===== config.mk =====
export PLATFORM = sky130hd
export DESIGN_NAME = sme_param_engine
export DESIGN_NICKNAME = d
export VERILOG_FILES = /design/src/rtl/sme_pkg.sv /design/src/rtl/sme_char_cmp.sv /design/src/rtl/sme_param_engine.sv
export SDC_FILE = /design/constraint.sdc
export NUM_CORES = 1
export LEC_CHECK = 0
export CAP_MARGIN = 10
export CORE_UTILIZATION = 57
export DETAILED_ROUTE_END_ITERATION = 8
export GPL_TIMING_DRIVEN = 0
export PLACE_DENSITY = 0.74
export SLEW_MARGIN = 0
export SYNTH_ARGS = -nofsm -noshare
export SYNTH_HDL_FRONTEND = slang
export SYNTH_HIERARCHICAL = 1
export SYNTH_SLANG_ARGS = --single-unit

===== constraint.sdc =====
create_clock -name clk -period 3.6 [get_ports clk]
set_clock_uncertainty 0.05 [all_clocks]
set_input_delay 0.72 -clock clk [delete_from_list [all_inputs] [get_ports clk]]
set_output_delay 0.72 -clock clk [all_outputs]
set_load 0.01 [all_outputs]

===== src/rtl/sme_pkg.sv =====
// sme_pkg: shared state encoding, metacharacter codes and a case-folding helper for the
// sme_param_engine string-match engine.
package sme_pkg;

    typedef enum logic [2:0] {
        IDLE,
        LOAD_STR,
        LOAD_PAT,
        SEARCH,
        DONE
    } sme_state_t;

    localparam logic [7:0] CH_SPACE  = 8'h20;
    localparam logic [7:0] CH_CARET  = 8'h5E;
    localparam logic [7:0] CH_DOLLAR = 8'h24;
    localparam logic [7:0] CH_DOT    = 8'h2E;
    localparam logic [7:0] CH_STAR   = 8'h2A;

    // Map 'A'-'Z' onto 'a'-'z'; every other code passes through unchanged.
    function automatic logic [7:0] to_lower(input logic [7:0] c);
        return ((c >= 8'h41) && (c <= 8'h5A)) ? (c | 8'h20) : c;
    endfunction

endpackage


===== src/rtl/sme_char_cmp.sv =====
// sme_char_cmp: combinational single-character compare. A '.' in the pattern matches any
// character. Build macro SME_CASE_FOLD_EN makes letters compare case-insensitively.
module sme_char_cmp
    import sme_pkg::*;
(
    input  logic [7:0] str_ch,
    input  logic [7:0] pat_ch,
    output logic       equal
);

    logic [7:0] str_f;
    logic [7:0] pat_f;

`ifdef SME_CASE_FOLD_EN
    assign str_f = to_lower(str_ch);
    assign pat_f = to_lower(pat_ch);
`else
    assign str_f = str_ch;
    assign pat_f = pat_ch;
`endif

    assign equal = (pat_ch == CH_DOT) || (str_f == pat_f);

endmodule


===== src/rtl/sme_param_engine.sv =====
// sme_param_engine: byte-serial string/pattern loader and substring search engine supporting
// '^' '$' '.' '*' metacharacters, one character comparison per cycle, lowest start index wins.
// Build macro SME_CASE_FOLD_EN enables case-insensitive letter comparison.
module sme_param_engine
    import sme_pkg::*;
#(
    parameter int STR_MAX = 32,
    parameter int PAT_MAX = 8,
    localparam int IDX_W = $clog2(STR_MAX),
    localparam int LEN_W = $clog2(STR_MAX + 1)
) (
    input  logic             clk,
    input  logic             reset,
    input  logic [7:0]       chardata,
    input  logic             isstring,
    input  logic             ispattern,
    output logic             busy,
    output logic             valid,
    output logic             match,
    output logic [IDX_W-1:0] match_index,
    output logic [LEN_W-1:0] match_len,
    output logic             err
);

    localparam int PIDX_W = $clog2(PAT_MAX);
    localparam int PLEN_W = $clog2(PAT_MAX + 1);
    localparam logic [LEN_W-1:0]  STR_FULL = LEN_W'(STR_MAX);
    localparam logic [PLEN_W-1:0] PAT_FULL = PLEN_W'(PAT_MAX);

    sme_state_t        state;
    logic [7:0]        str_buf [STR_MAX];
    logic [7:0]        pat_buf [PAT_MAX];
    logic [LEN_W-1:0]  str_len, si, star_si;
    logic [PLEN_W-1:0] pat_len, pi, star_pi;
    logic [IDX_W-1:0]  st;
    logic              star_valid, str_err, pat_err;

    logic              loading, str_first, pat_first, str_we, pat_we;
    logic [IDX_W-1:0]  str_wa, prev_idx;
    logic [PIDX_W-1:0] pat_wa;
    logic [7:0]        s_cur, s_prev, p_cur;
    logic              cmp_eq, in_str, pat_end, is_meta, step_ok, consume;
    logic              fin_hit, fin, star_more, start_more;
    logic [LEN_W-1:0]  hit_len;

    sme_char_cmp u_cmp (
        .str_ch (s_cur),
        .pat_ch (p_cur),
        .equal  (cmp_eq)
    );

    // Load write enables and per-cycle search step evaluation.
    always_comb begin
        loading   = (state != SEARCH);
        str_first = (state != LOAD_STR);
        pat_first = (state != LOAD_PAT);
        str_we    = loading && isstring && (str_first || (str_len < STR_FULL));
        pat_we    = loading && ispattern && !isstring && (pat_first || (pat_len < PAT_FULL));
        str_wa    = str_first ? '0 : str_len[IDX_W-1:0];
        pat_wa    = pat_first ? '0 : pat_len[PIDX_W-1:0];

        // Out-of-range reads are harmless: in_str / pat_end gate every use.
        prev_idx  = si[IDX_W-1:0] - 1'b1;
        s_cur     = str_buf[si[IDX_W-1:0]];
        s_prev    = str_buf[prev_idx];
        p_cur     = pat_buf[pi[PIDX_W-1:0]];
        in_str    = (si < str_len);
        pat_end   = (pi == pat_len);
        is_meta   = (p_cur == CH_STAR) || (p_cur == CH_CARET) || (p_cur == CH_DOLLAR);

        if (p_cur == CH_STAR) begin
            step_ok = 1'b1;
        end else if (p_cur == CH_CARET) begin
            step_ok = (si == '0) || (s_prev == CH_SPACE);
        end else if (p_cur == CH_DOLLAR) begin
            step_ok = !in_str || (s_cur == CH_SPACE);
        end else begin
            step_ok = in_str && cmp_eq;
        end
        consume    = in_str && !is_meta;

        star_more  = (star_si < str_len);
        start_more = ((LEN_W'(st) + 1'b1) < str_len);
        hit_len    = si - LEN_W'(st);
        fin_hit    = !pat_err && pat_end;
        // A '*' that has swallowed the rest of the string cannot succeed from any later start
        // either, so the whole search ends there.
        fin        = pat_err || fin_hit ||
                     (!pat_end && !step_ok && (star_valid ? !star_more : !start_more));
    end

    // Character buffers; contents need no reset since the lengths qualify them.
    always_ff @(posedge clk) begin
        if (str_we) str_buf[str_wa] <= chardata;
        if (pat_we) pat_buf[pat_wa] <= chardata;
    end

    // Control FSM, load counters, search pointers and registered outputs.
    always_ff @(posedge clk or negedge reset) begin
        if (!reset) begin
            state       <= IDLE;
            str_len     <= '0;
            pat_len     <= '0;
            str_err     <= 1'b0;
            pat_err     <= 1'b0;
            st          <= '0;
            si          <= '0;
            pi          <= '0;
            star_si     <= '0;
            star_pi     <= '0;
            star_valid  <= 1'b0;
            busy        <= 1'b0;
            valid       <= 1'b0;
            match       <= 1'b0;
            match_index <= '0;
            match_len   <= '0;
            err         <= 1'b0;
        end else begin
            valid <= 1'b0;
            case (state)
                SEARCH: begin
                    if (fin) begin
                        state       <= DONE;
                        busy        <= 1'b0;
                        valid       <= 1'b1;
                        match       <= fin_hit;
                        match_index <= fin_hit ? st : '0;
                        match_len   <= fin_hit ? hit_len : '0;
                        err         <= str_err | pat_err;
                    end else if (pat_end) begin
                        state <= DONE;  // unreachable: pat_end always finishes
                    end else if (step_ok) begin
                        if (p_cur == CH_STAR) begin
                            star_valid <= 1'b1;
                            star_pi    <= pi;
                            star_si    <= si;
                        end
                        if (consume) si <= si + 1'b1;
                        pi <= pi + 1'b1;
                    end else if (star_valid) begin
                        // Let the last '*' absorb one more character and retry after it.
                        star_si <= star_si + 1'b1;
                        si      <= star_si + 1'b1;
                        pi      <= star_pi + 1'b1;
                    end else begin
                        st <= st + 1'b1;
                        si <= LEN_W'(st) + 1'b1;
                        pi <= '0;
                    end
                end
                IDLE, LOAD_STR, LOAD_PAT, DONE: begin
                    if (isstring) begin
                        state <= LOAD_STR;
                        if (str_first) begin
                            str_len <= LEN_W'(1);
                            str_err <= 1'b0;
                        end else if (str_len < STR_FULL) begin
                            str_len <= str_len + 1'b1;
                        end else begin
                            str_err <= 1'b1;
                        end
                    end else if (ispattern) begin
                        state <= LOAD_PAT;
                        if (pat_first) begin
                            pat_len <= PLEN_W'(1);
                            pat_err <= 1'b0;
                        end else if (pat_len < PAT_FULL) begin
                            pat_len <= pat_len + 1'b1;
                        end else begin
                            pat_err <= 1'b1;
                        end
                    end else if (state == LOAD_PAT) begin
                        // No string since reset means nothing to search.
                        if (str_len != '0) begin
                            state      <= SEARCH;
                            busy       <= 1'b1;
                            st         <= '0;
                            si         <= '0;
                            pi         <= '0;
                            star_valid <= 1'b0;
                        end else begin
                            state <= IDLE;
                        end
                    end else if (state == DONE) begin
                        state <= IDLE;
                    end
                end
                default: state <= IDLE;
            endcase
        end
    end

endmodule

[Word-level counts from Yosys, hierarchy flattened]
Memory sizes are Yosys's and may differ from the RTL's.
Cells that the tools add are included.
Operators by class
  bitwise logic cells: 4
  reductions and logical operators: 48
  equal/unequal tests: 32
  magnitude comparators: 5
  mux-type cells: 76
  add/sub/neg operators: 10
Operator list (number)
  $mux 6: 15
  $mux 5: 10
  $eq 8x6->1 const B: 5
  $mux 4: 10
  $mux 1: 27
  $ne 2x2->1 const B: 13
  $mux 3: 7
  $add 6x1->6 const B: 3
  $lt 6x6->1: 3
  $reduce_and 9->1: 2
  $add 4x1->4 const B: 3
  $pmux 6 s2: 1
  $logic_and 1x1->1: 10
  $pmux 5 s2: 1
  $reduce_and 5->1: 2
  $logic_or 1x1->1: 9
  $eq 8x7->1 const B: 1
  $eq 8x8->1: 1
  $logic_not 1->1: 8
  $pmux 4 s2: 1
  $reduce_and 4->1: 2
  $reduce_and 8->1: 1
  $reduce_bool 2->1: 4
  $reduce_and 7->1: 1
  other kinds (27): 35
Word-level totals
  output and inout bits: 15
  register bits: 56
  memories kept: 2
  input port bits: 12
  bits in writable memories: 320
  logic and storage cells: 194
Memory list
  str_buf: depth 32, width 8, rd ports 2, clocked after memory_dff 0, wr ports 1, line sme_param_engine.sv:31  | logic [7:0] str_buf [STR_MAX];
  pat_buf: depth 8, width 8, rd ports 1, clocked after memory_dff 0, wr ports 1, line sme_param_engine.sv:32  | logic [7:0] pat_buf [PAT_MAX];

[Depth between registers and ports, before layout]
Gate-level depths: netlist (run 1).
An unclocked memory read counts as a cell.
  word-level depth: 13
  mapped depth: 21
  gate-level depth less buffers: 16

[Cells and area by module]
Netlist (run 1), hierarchy kept.
By module, submodules not included
  sme_param_engine: sequential area each 11010.6 um2, cells each 1331, area each 18011.0 um2, instances 1
  sme_char_cmp: sequential area each 0.0 um2, cells each 14, area each 110.1 um2, instances 1

[Worst setup path before layout (run 1)]
No wires, ideal clock.
  kind: register to register
  from: register si[1]
  to: register si[1]
  stages on the path, launching flop included: 17
  arrival: 3810 ps
  period minus slack after synthesis: 3988 ps
  path buffers: 7
  data required time: 3422 ps
  setup time: 128 ps
  slack: -388 ps
  cell sequence: dfrtp_1 -> buf_2 -> buf_4 -> buf_2 -> inv_1 -> ha_1 -> clkbuf_1 -> buf_2 -> buf_1 -> a31oi_1 -> o311ai_0 -> a41oi_1 -> and2_1 -> clkbuf_1 -> o2111ai_1 -> nand3_1 -> mux2_1
Between the ends
  word-level cells in the longest chain between the ends: 13
  elaborated cells on any way between the ends: 29
  those cells by class: 2 x add/sub; 1 x order compare; 5 x eq/ne; 8 x mux; 12 x reduce/logical; 1 x memory
RTL lines
  start: declaration: line sme_param_engine.sv:33  | logic [LEN_W-1:0] str_len, si, star_si;
  start signal: assignment: line sme_param_engine.sv:138  | if (consume) si <= si + 1'b1;
  start signal: assignment: line sme_param_engine.sv:143  | si <= star_si + 1'b1;
  start signal: assignment: line sme_param_engine.sv:147  | si <= LEN_W'(st) + 1'b1;
  parallel branches: the longest is 13 deep, another holds $mem_v2 32x8
Parallel ways; which one is timed is not known. The select of a mux whose other input is x is not followed.
A chain may end at the register's enable or synchronous reset.

[Worst setup path after layout (run 1)]
  from: register si[0]
  to: register st[0]
Between the ends
  word-level cells in the longest chain between the ends: 13
  elaborated cells on any way between the ends: 22
  those cells by class: 1 x add/sub; 1 x order compare; 5 x eq/ne; 3 x mux; 11 x reduce/logical; 1 x memory
RTL lines
  parallel branches: the longest is 5 deep, another holds $mem_v2 32x8
  $mux 1 *: line sme_param_engine.sv:73  | end else if (p_cur == CH_CARET) begin
  $mux 1 *: line sme_param_engine.sv:71  | if (p_cur == CH_STAR) begin
  $logic_not 1->1: line sme_param_engine.sv:89  | (!pat_end && !step_ok && (star_valid ? !star_more : !start_more));
  $logic_and 1x1->1 (2 in series): line sme_param_engine.sv:89
  $logic_or 1x1->1: line sme_param_engine.sv:88  | fin = pat_err || fin_hit ||
  $ne 2x2->1 (no line)
  $reduce_and 9->1 (no line) *
  end signal: assignment: line sme_param_engine.sv:146  | st <= st + 1'b1;
  end: declaration: line sme_param_engine.sv:35  | logic [IDX_W-1:0] st;
Mark *: on every way between the ends.

==> metrics.csv, run 1 <==
stage,metric,value,unit
outcome,outcome,"complete, but fails checks",
outcome,violations,negative setup slack,
place,dp.cells,1770,
worst_hold_path,holdCritPathClass,in -> async,
die,core,30910,µm²
logic_synthesis,yosysTopAreaCell,edfxtp_1,
grt,use_met3,6.023,%
pwr,p_int,10.73,mW
logic_synthesis,ys_ff_latch,376,
route,vias,13040,
logic_synthesis,syn_avg_cell_area,13.47,µm²
cells_and_area,area_growth,20.80,%
sta,slew_viol_final,0,
route,wl_per_cell,28.27,µm
cts,clock-sinks,376,
pwr,pwr-share-clk,24.9,%
die,io_pins,27,
setup_path,worstPathRequired,3.96,ns
logic_synthesis,yosys_warnings,6,
sta,final-setup-viol-count,40,
logic_synthesis,yosys-top-cells-count,"edfxtp_1 (320), mux2i_1 (119), nor2_1 (106), nand2_1 (72), dfrtp_1 (56)",
place,dp_hpwl,33640,µm
cts,cts_root_buf,clkbuf_16,
sta,rsz0062_at_grt,true,
sta,finalWorstSetupSlack,-0.3402,ns
grt,grtUsageMet1,43.85,%
sta,relSlewSlack,31.88,%
logic_synthesis,netlist-cell-type-count,86,
logic_synthesis,synth_edf_count,320,
setup_path,crit_arrival,4.30,ns
logic_synthesis,yosys.area.top_type_share,53.03,%
route,drt_wl_total,53280,µm
route,ant_nets,0,
flow_run,maxCapViolCount,0,
cts,clk_path_buf_depth,3,
route,first_pass_iters,9,
cells_and_area,layout-drive-gt1-share,24.85,%
grt,grt_pass1_vias,12670,
die,die_area,32510,µm²
grt,overflow,0,
pwr,switching_share,37.20,%
grt,grt_max_degree,41,
grt,busiest_layer,met2,
pwr,switching_power,6.356,mW
place,port_buffers,26,
sta,max_freq,253.8,MHz
logic_synthesis,syn_area,18120,µm²
sta,worst_pin_slew,1.022,ns
pwr,seqPwrFrac,30.4,%
pwr,irDropWorstVdd,0.5034,mV
grt,use_met2,50.99,%
cells_and_area,nNetsFinal,1501,
setup_path,cp-start-kind,flop,
cts,clk_pin_slew,0.06,ns
setup_path,critPathCaptureType,flop,
pwr,p_per_area,780.5,nW/µm²
cts,cts_tree,yes,
route,viasPerCell,6.918,
cells_and_area,final_cells,1885,
logic_synthesis,yosys-top-cells-area,"edfxtp_1 (53%), dfrtp_1 (7.7%), mux2i_1 (6.6%)",
grt,grt_pass1_wl,77930,µm
logic_synthesis,synth_seq_area_share,60.76,%
place,gp_congestion,0.9922,
setup_path,crit_fanout,11,
pwr,leakagePower,7.310,nW
die,dieWidth,180.3,µm
place,placed_area,18990,µm²
grt,grtUsageTotal,32.16,%
cells_and_area,fin_area,21890,µm²
pwr,combPwrFrac,44.7,%
logic_synthesis,synth_nets,1387,
cts,htree_levels,2,
grt,antenna_found_initial,0,
logic_synthesis,yosysMostFrequentCell,edfxtp_1,
sta,period_needed,3.940,ns
logic_synthesis,async_flop_share,14.89,%
die,die_h,180.3,µm
logic_synthesis,synthFlopType,edfxtp_1,
route,drc_errors,0,
logic_synthesis,synth_cells,1345,
cts,clk_latency,0.55,ns
sta,finalHoldViolations,0,
setup_path,critical_path_class,reg -> reg,
sta,final.period_utilization,109.4,%
route,drtIter0Drc,1795,
die,rows,64,
cts,cts_inserted_buffers,40,
die,start_util,58.63,%
cells_and_area,antenna_cells,0,
cts,holdBufCountCts,0,
-- layout by cell type, fill, tap and decap left out, drive strengths merged, types with 11 or more instances in the layout --
cell type      instances
edfxtp               320
mux2i                119
nor2                 108
buf                   99
clkbuf                76
nand2                 72
dfrtp                 56
a22oi                 50
a21oi                 41
inv                   40
nand3                 40
o21ai                 39
mux4                  37
nor3                  33
ha                    29
xnor2                 25
nand4                 20
nor4b                 19
o22ai                 18
clkdlybuf4s50         17
mux2                  17
clkinv                16
nor2b                 13
nor4                  13
nand2b                11
-- stage by stage --
stage               setup slack (ns)  setup TNS, ns  hold WS, ns  total power [mW]  util [%]
global route                 -0.4730         -15.98       0.2033             17.56     70.82
finish                       -0.3402         -11.23       0.1630             17.09     70.82
floorplan                  -0.001081      -0.001081       0.3744             8.914         -
detailed placement            -1.509        -126.41       0.4148             10.81     61.43
global placement              -1.516        -126.60       0.4122             10.73     61.43
CTS                          -0.1712         -5.021       0.1671             16.07     68.87
-- layout make-up --
| cell class | instances | area [µm²] |
|---|---|---|
| plain buffers | 69 | 674.4 |
| fillers | 1996 | 9019 |
| well taps | 396 | 495.5 |
| repair buffers | 74 | 715.7 |
| flip-flops and latches | 376 | 11010 |
| clock inverters | 23 | 269.0 |
| multi-input cells | 858 | 7488 |
| clock buffers | 49 | 1077 |
| inverters | 40 | 157.7 |
-- power by group through the flow --
stage	registers [mW]	logic, mW	clock network, mW
global route	5.22	7.90	4.44
CTS	5.17	6.62	4.28
detailed placement	5.26	5.55	0
global placement	5.26	5.46	0
finish	5.20	7.63	4.26
floorplan	5.22	3.70	0
-- registers in the layout (all words and copies together), names as in the netlist, 5 cells and up --
register and flops:
match_index 5, pat_buf 64, str_len 6, str_buf 256, si 6, st 5
match_len 6, star_si 6
-- final timing paths --
check                      start          to  slack [ns]  depth (start not counted)
max                        si[0]       st[0]       -0.34                         16
min                        reset  str_len[3]        0.16                          1
max reg2reg                si[0]       st[0]       -0.34                         16
min reg2reg                match       match        0.42                          1
max in group asynchronous  reset  star_si[2]        2.74                          2
min in group clk           match       match        0.42                          1
-- critical path, cell delays in order, from the launching register on --
cell	delay, ns
dfrtp_1	0.40
buf_6	0.15
buf_4	0.15
inv_6	0.18
ha_4	0.26
clkbuf_16	0.17
buf_12	0.15
buf_12	0.16
nor4_4	0.35
o221ai_2	0.17
a21oi_2	0.24
a41oi_2	0.23
and2_1	0.24
clkbuf_8	0.17
o2111ai_4	0.23
and2_4	0.21
mux2_4	0.29
-- repair_timing --
action | CTS | global route
setup endpoints to repair | 232 | 104
buffers inserted | 25 | 17
resized for setup | 173 | 102
pin swaps | 21 | 45
hold endpoints to repair | 0 | 0
gates cloned | 4 | 0
-- kinds of logic after synthesis --
logic type | count (synthesis) | synth area share, %
and+or+nand+nor | 384 | 11.22
xor gates and xnor gates | 29 | 1.402
DFF | 376 | 60.76
AOI/OAI and AO/OA | 241 | 9.411
buffers and inverters | 112 | 2.845
muxes | 173 | 12.25
adders and majority gates | 30 | 2.113
-- routing by layer --
layer / part of all wire (%) / wire length, µm / vias up
met1: 38 / 20300 / 6418
met2: 46 / 24490 / 915
met3: 11 / 5802 / 208
met5: 0 / 0 / -
met4: 5.0 / 2688 / 0
li1: - / - / 5499
Note: power is estimated with default switching activity, not from simulation.
==> run 2, diff against run 1 <==
Settings changed: SLEW_MARGIN 0 to 15.
==> metrics.csv, run 2 (same netlist as run 1, synthesis figures left out) <==
stage,metric,value,unit,change
place,gp_congestion,0.9922,,unchanged
setup_path,crit_chain,buf_12 -> buf_12 -> buf_12 -> inv_4 -> ha_4 -> xor2_2 -> nand3_1 -> a21oi_2 -> o21ai_1 -> a41oi_2 -> nand2_2 -> a21oi_4 -> mux2_2 -> o22ai_1,,was buf_6 -> buf_4 -> inv_6 -> ha_4 -> clkbuf_16 -> buf_12 -> buf_12 -> nor4_4 -> o221ai_2 -> a21oi_2 -> a41oi_2 -> and2_1 -> clkbuf_8 -> o2111ai_4 -> and2_4 -> mux2_4
die,start_util,58.63,%,unchanged
cells_and_area,final_common_cell,edfxtp_1,,unchanged
cts,clock-sinks,376,,unchanged
pwr,switching_share,37.18,%,was 37.20%
die,die_h,180.3,µm,unchanged
pwr,combPwrFrac,44.4,%,was 44.7%
route,vias,12930,,"was 13,040"
setup_path,crit_arrival,4.31,ns,was 4.30 ns
cts,cts_root_buf,clkbuf_16,,unchanged
grt,antenna_found_initial,0,,unchanged
grt,overflow,0,,unchanged
route,first_pass_iters,6,,was 9
sta,rsz0062_at_grt,true,,unchanged
setup_path,critPathSlowestCell,xor2_2,,was dfrtp_1
place,dp_hpwl,34470,µm,"was 33,640 µm"
pwr,p_per_area,762.3,nW/µm²,was 780.5 nW/µm²
setup_path,r2r_end,pi[2],,was st[0]
cts,cts_tree,yes,,unchanged
pwr,pwr-share-clk,24.4,%,was 24.9%
sta,finalWorstSetupSlack,-0.3150,ns,was -0.3402 ns
pwr,leakagePower,7.296,nW,was 7.310 nW
cts,clk_path_buf_depth,3,,unchanged
sta,final.period_utilization,108.8,%,was 109.4%
pwr,switching_power,6.169,mW,was 6.356 mW
cells_and_area,regMostFlops,str_buf,,unchanged
cells_and_area,largest_reg_flops,256,,unchanged
setup_path,critical_path_class,reg -> reg,,unchanged
setup_path,slowest_delay,0.58,ns,was 0.40 ns
sta,slew_viol_final,0,,unchanged
pwr,irDropWorstVdd,0.5263,mV,was 0.5034 mV
route,wl_per_cell,27.60,µm,was 28.27 µm
cells_and_area,final_core_util,70.42,%,was 70.82%
cells_and_area,nFillCells,2062,,"was 1,996"
cts,clk_pin_slew,0.06,ns,about the same
setup_path,crit_fanout,8,,was 11
place,port_buffers,26,,unchanged
route,drtIter0Drc,1579,,"was 1,795"
route,ant_nets,0,,unchanged
die,rows,64,,unchanged
die,io_pins,27,,unchanged
cells_and_area,fin_area,21770,µm²,"was 21,890 µm²"
place,placed_area,19150,µm²,"was 18,990 µm²"
setup_path,worstPathRequired,3.99,ns,was 3.96 ns
setup_path,r2r_start,si[1],,was si[0]
grt,grt_max_degree,57,,was 41
cells_and_area,layout-drive-gt1-share,24.02,%,was 24.85%
die,die_area,32510,µm²,unchanged
worst_hold_path,holdCritPathClass,in -> async,,unchanged
grt,grtUsageTotal,32.07,%,was 32.16%
cells_and_area,final_cell_mix,"edfxtp_1 (320), mux2i_1 (99), nor2_1 (79)",,"was edfxtp_1 (320), mux2i_1 (95), nor2_1 (78)"
setup_path,worst_path_most_repeated_cell,buf_12,,unchanged
cts,cts_inserted_buffers,40,,unchanged
cts,holdBufCountCts,0,,unchanged
route,drt_wl_total,51950,µm,"was 53,280 µm"
sta,worst_pin_slew,0.9914,ns,was 1.022 ns
grt,grt_pass1_wl,77760,µm,"was 77,930 µm"
outcome,violations,negative setup slack,,unchanged
die,core,30910,µm²,unchanged
setup_path,rrSetupSlack,-0.32,ns,was -0.34 ns
pwr,seqPwrFrac,31.3,%,was 30.4%
die,dieWidth,180.3,µm,unchanged
pwr,p_int,10.42,mW,was 10.73 mW
sta,final-setup-viol-count,39,,was 40
setup_path,reg2regPathDepth,14,,was 16
cts,htree_levels,2,,unchanged
sta,max_freq,255.4,MHz,was 253.8 MHz
sta,finalHoldViolations,0,,unchanged
setup_path,cp-start-kind,flop,,unchanged
flow_run,maxCapViolCount,0,,unchanged
outcome,outcome,"complete, but fails checks",,unchanged
grt,grt_pass1_vias,12710,,"was 12,670"
sta,relSlewSlack,33.90,%,was 31.88%
place,dp.cells,1776,,"was 1,770"
cells_and_area,reg_top3,"str_buf: 256 flops, pat_buf: 64 flops",,unchanged
cells_and_area,antenna_cells,0,,unchanged
cells_and_area,nNetsFinal,1499,,"was 1,501"
cts,clk_latency,0.55,ns,about the same
route,drc_errors,0,,unchanged
setup_path,critPathCaptureType,flop,,unchanged
cells_and_area,area_growth,20.12,%,was 20.80%
route,viasPerCell,6.869,,was 6.918
cells_and_area,final_cells,1882,,"was 1,885"
sta,period_needed,3.915,ns,was 3.940 ns
[run 2: changes by cell type in the layout (fill, tap and decap cells not counted), moves of 5 or more]
cell / before / now
buf_12: 17 / 22
buf_2: 16 / 11
buf_4: 40 / 32
mux2i_4: 11 / 3
o21ai_2: 4 / 9
[run 2: power groups by stage]
stage / combinational, mW / clock, mW / sequential [mW]
finish: 7.36 / 4.04 / 5.19
global route: 7.65 / 4.23 / 5.21
CTS: 6.83 / 4.07 / 5.17
detailed placement: 5.58 / 0 / 5.26
global placement: 5.46 / 0 / 5.26
floorplan: 3.70 / 0 / 5.22
[run 2: final cells by class]
cell class	count	area, µm²	share of cell area, %
sequential	376	11010	50.60
timing repair buffer	71	828.3	3.805
buffer	70	688.2	3.161
inverter	40	157.7	0.7243
clock buffer	47	1037	4.765
multi-input combinational	858	7316	33.61
clock inverter	24	231.5	1.063
tap	396	495.5	2.276
[run 2: worst max path at each step]
| stage | start | end | slack (ns) | cells past startpoint |
|---|---|---|---|---|
| after floorplan | si[1] | si[1] | -0.001 | 16 |
| after global placement | si[1] | star_si[1] | -1.52 | 17 |
| after detailed placement | si[1] | star_si[1] | -1.51 | 17 |
| after CTS | si[1] | st[0] | -0.20 | 18 |
| after global routing | si[1] | st[2] | -0.37 | 19 |
| final | si[1] | pi[2] | -0.32 | 14 |
[run 2: what timing repair did]
action / CTS / global route
cloned: 5 / 1
buffers inserted: 26 / 5
resized for setup: 200 / 41
hold endpoints to repair: 0 / 0
endpoints found under the setup margin: 232 / 168
pin swaps: 40 / 11
[run 2: critical path: cells and delay by family (launching register included)]
kind,cells,cell delay (ns)
compound gates,5,1.19
xor+xnor,1,0.58
fa+ha+maj,1,0.16
buf+inv,4,0.47
flops,1,0.44
mux,1,0.37
simple gates,2,0.52
[run 2: routing by layer]
metal	wire length [µm]	track usage [%]	vias to the layer above	part of all wire [%]
met4	2785	14.50	0	5.4
met2	23940	51.04	833	46
li1	-	-	5496	-
met3	5206	6.023	205	10
met1	20020	43.15	6393	39
met5	0	0	-	0
[run 2: per-stage QoR]
step	setup TNS, ns	hold slack [ns]	power [mW]	setup WS (ns)
floorplan	-0.001081	0.3744	8.914	-0.001081
global placement	-126.60	0.4122	10.73	-1.516
detailed placement	-121.84	0.4191	10.84	-1.508
CTS	-5.092	0.2306	16.06	-0.1999
global route	-11.90	0.2737	17.09	-0.3670
finish	-8.967	0.2184	16.59	-0.3150
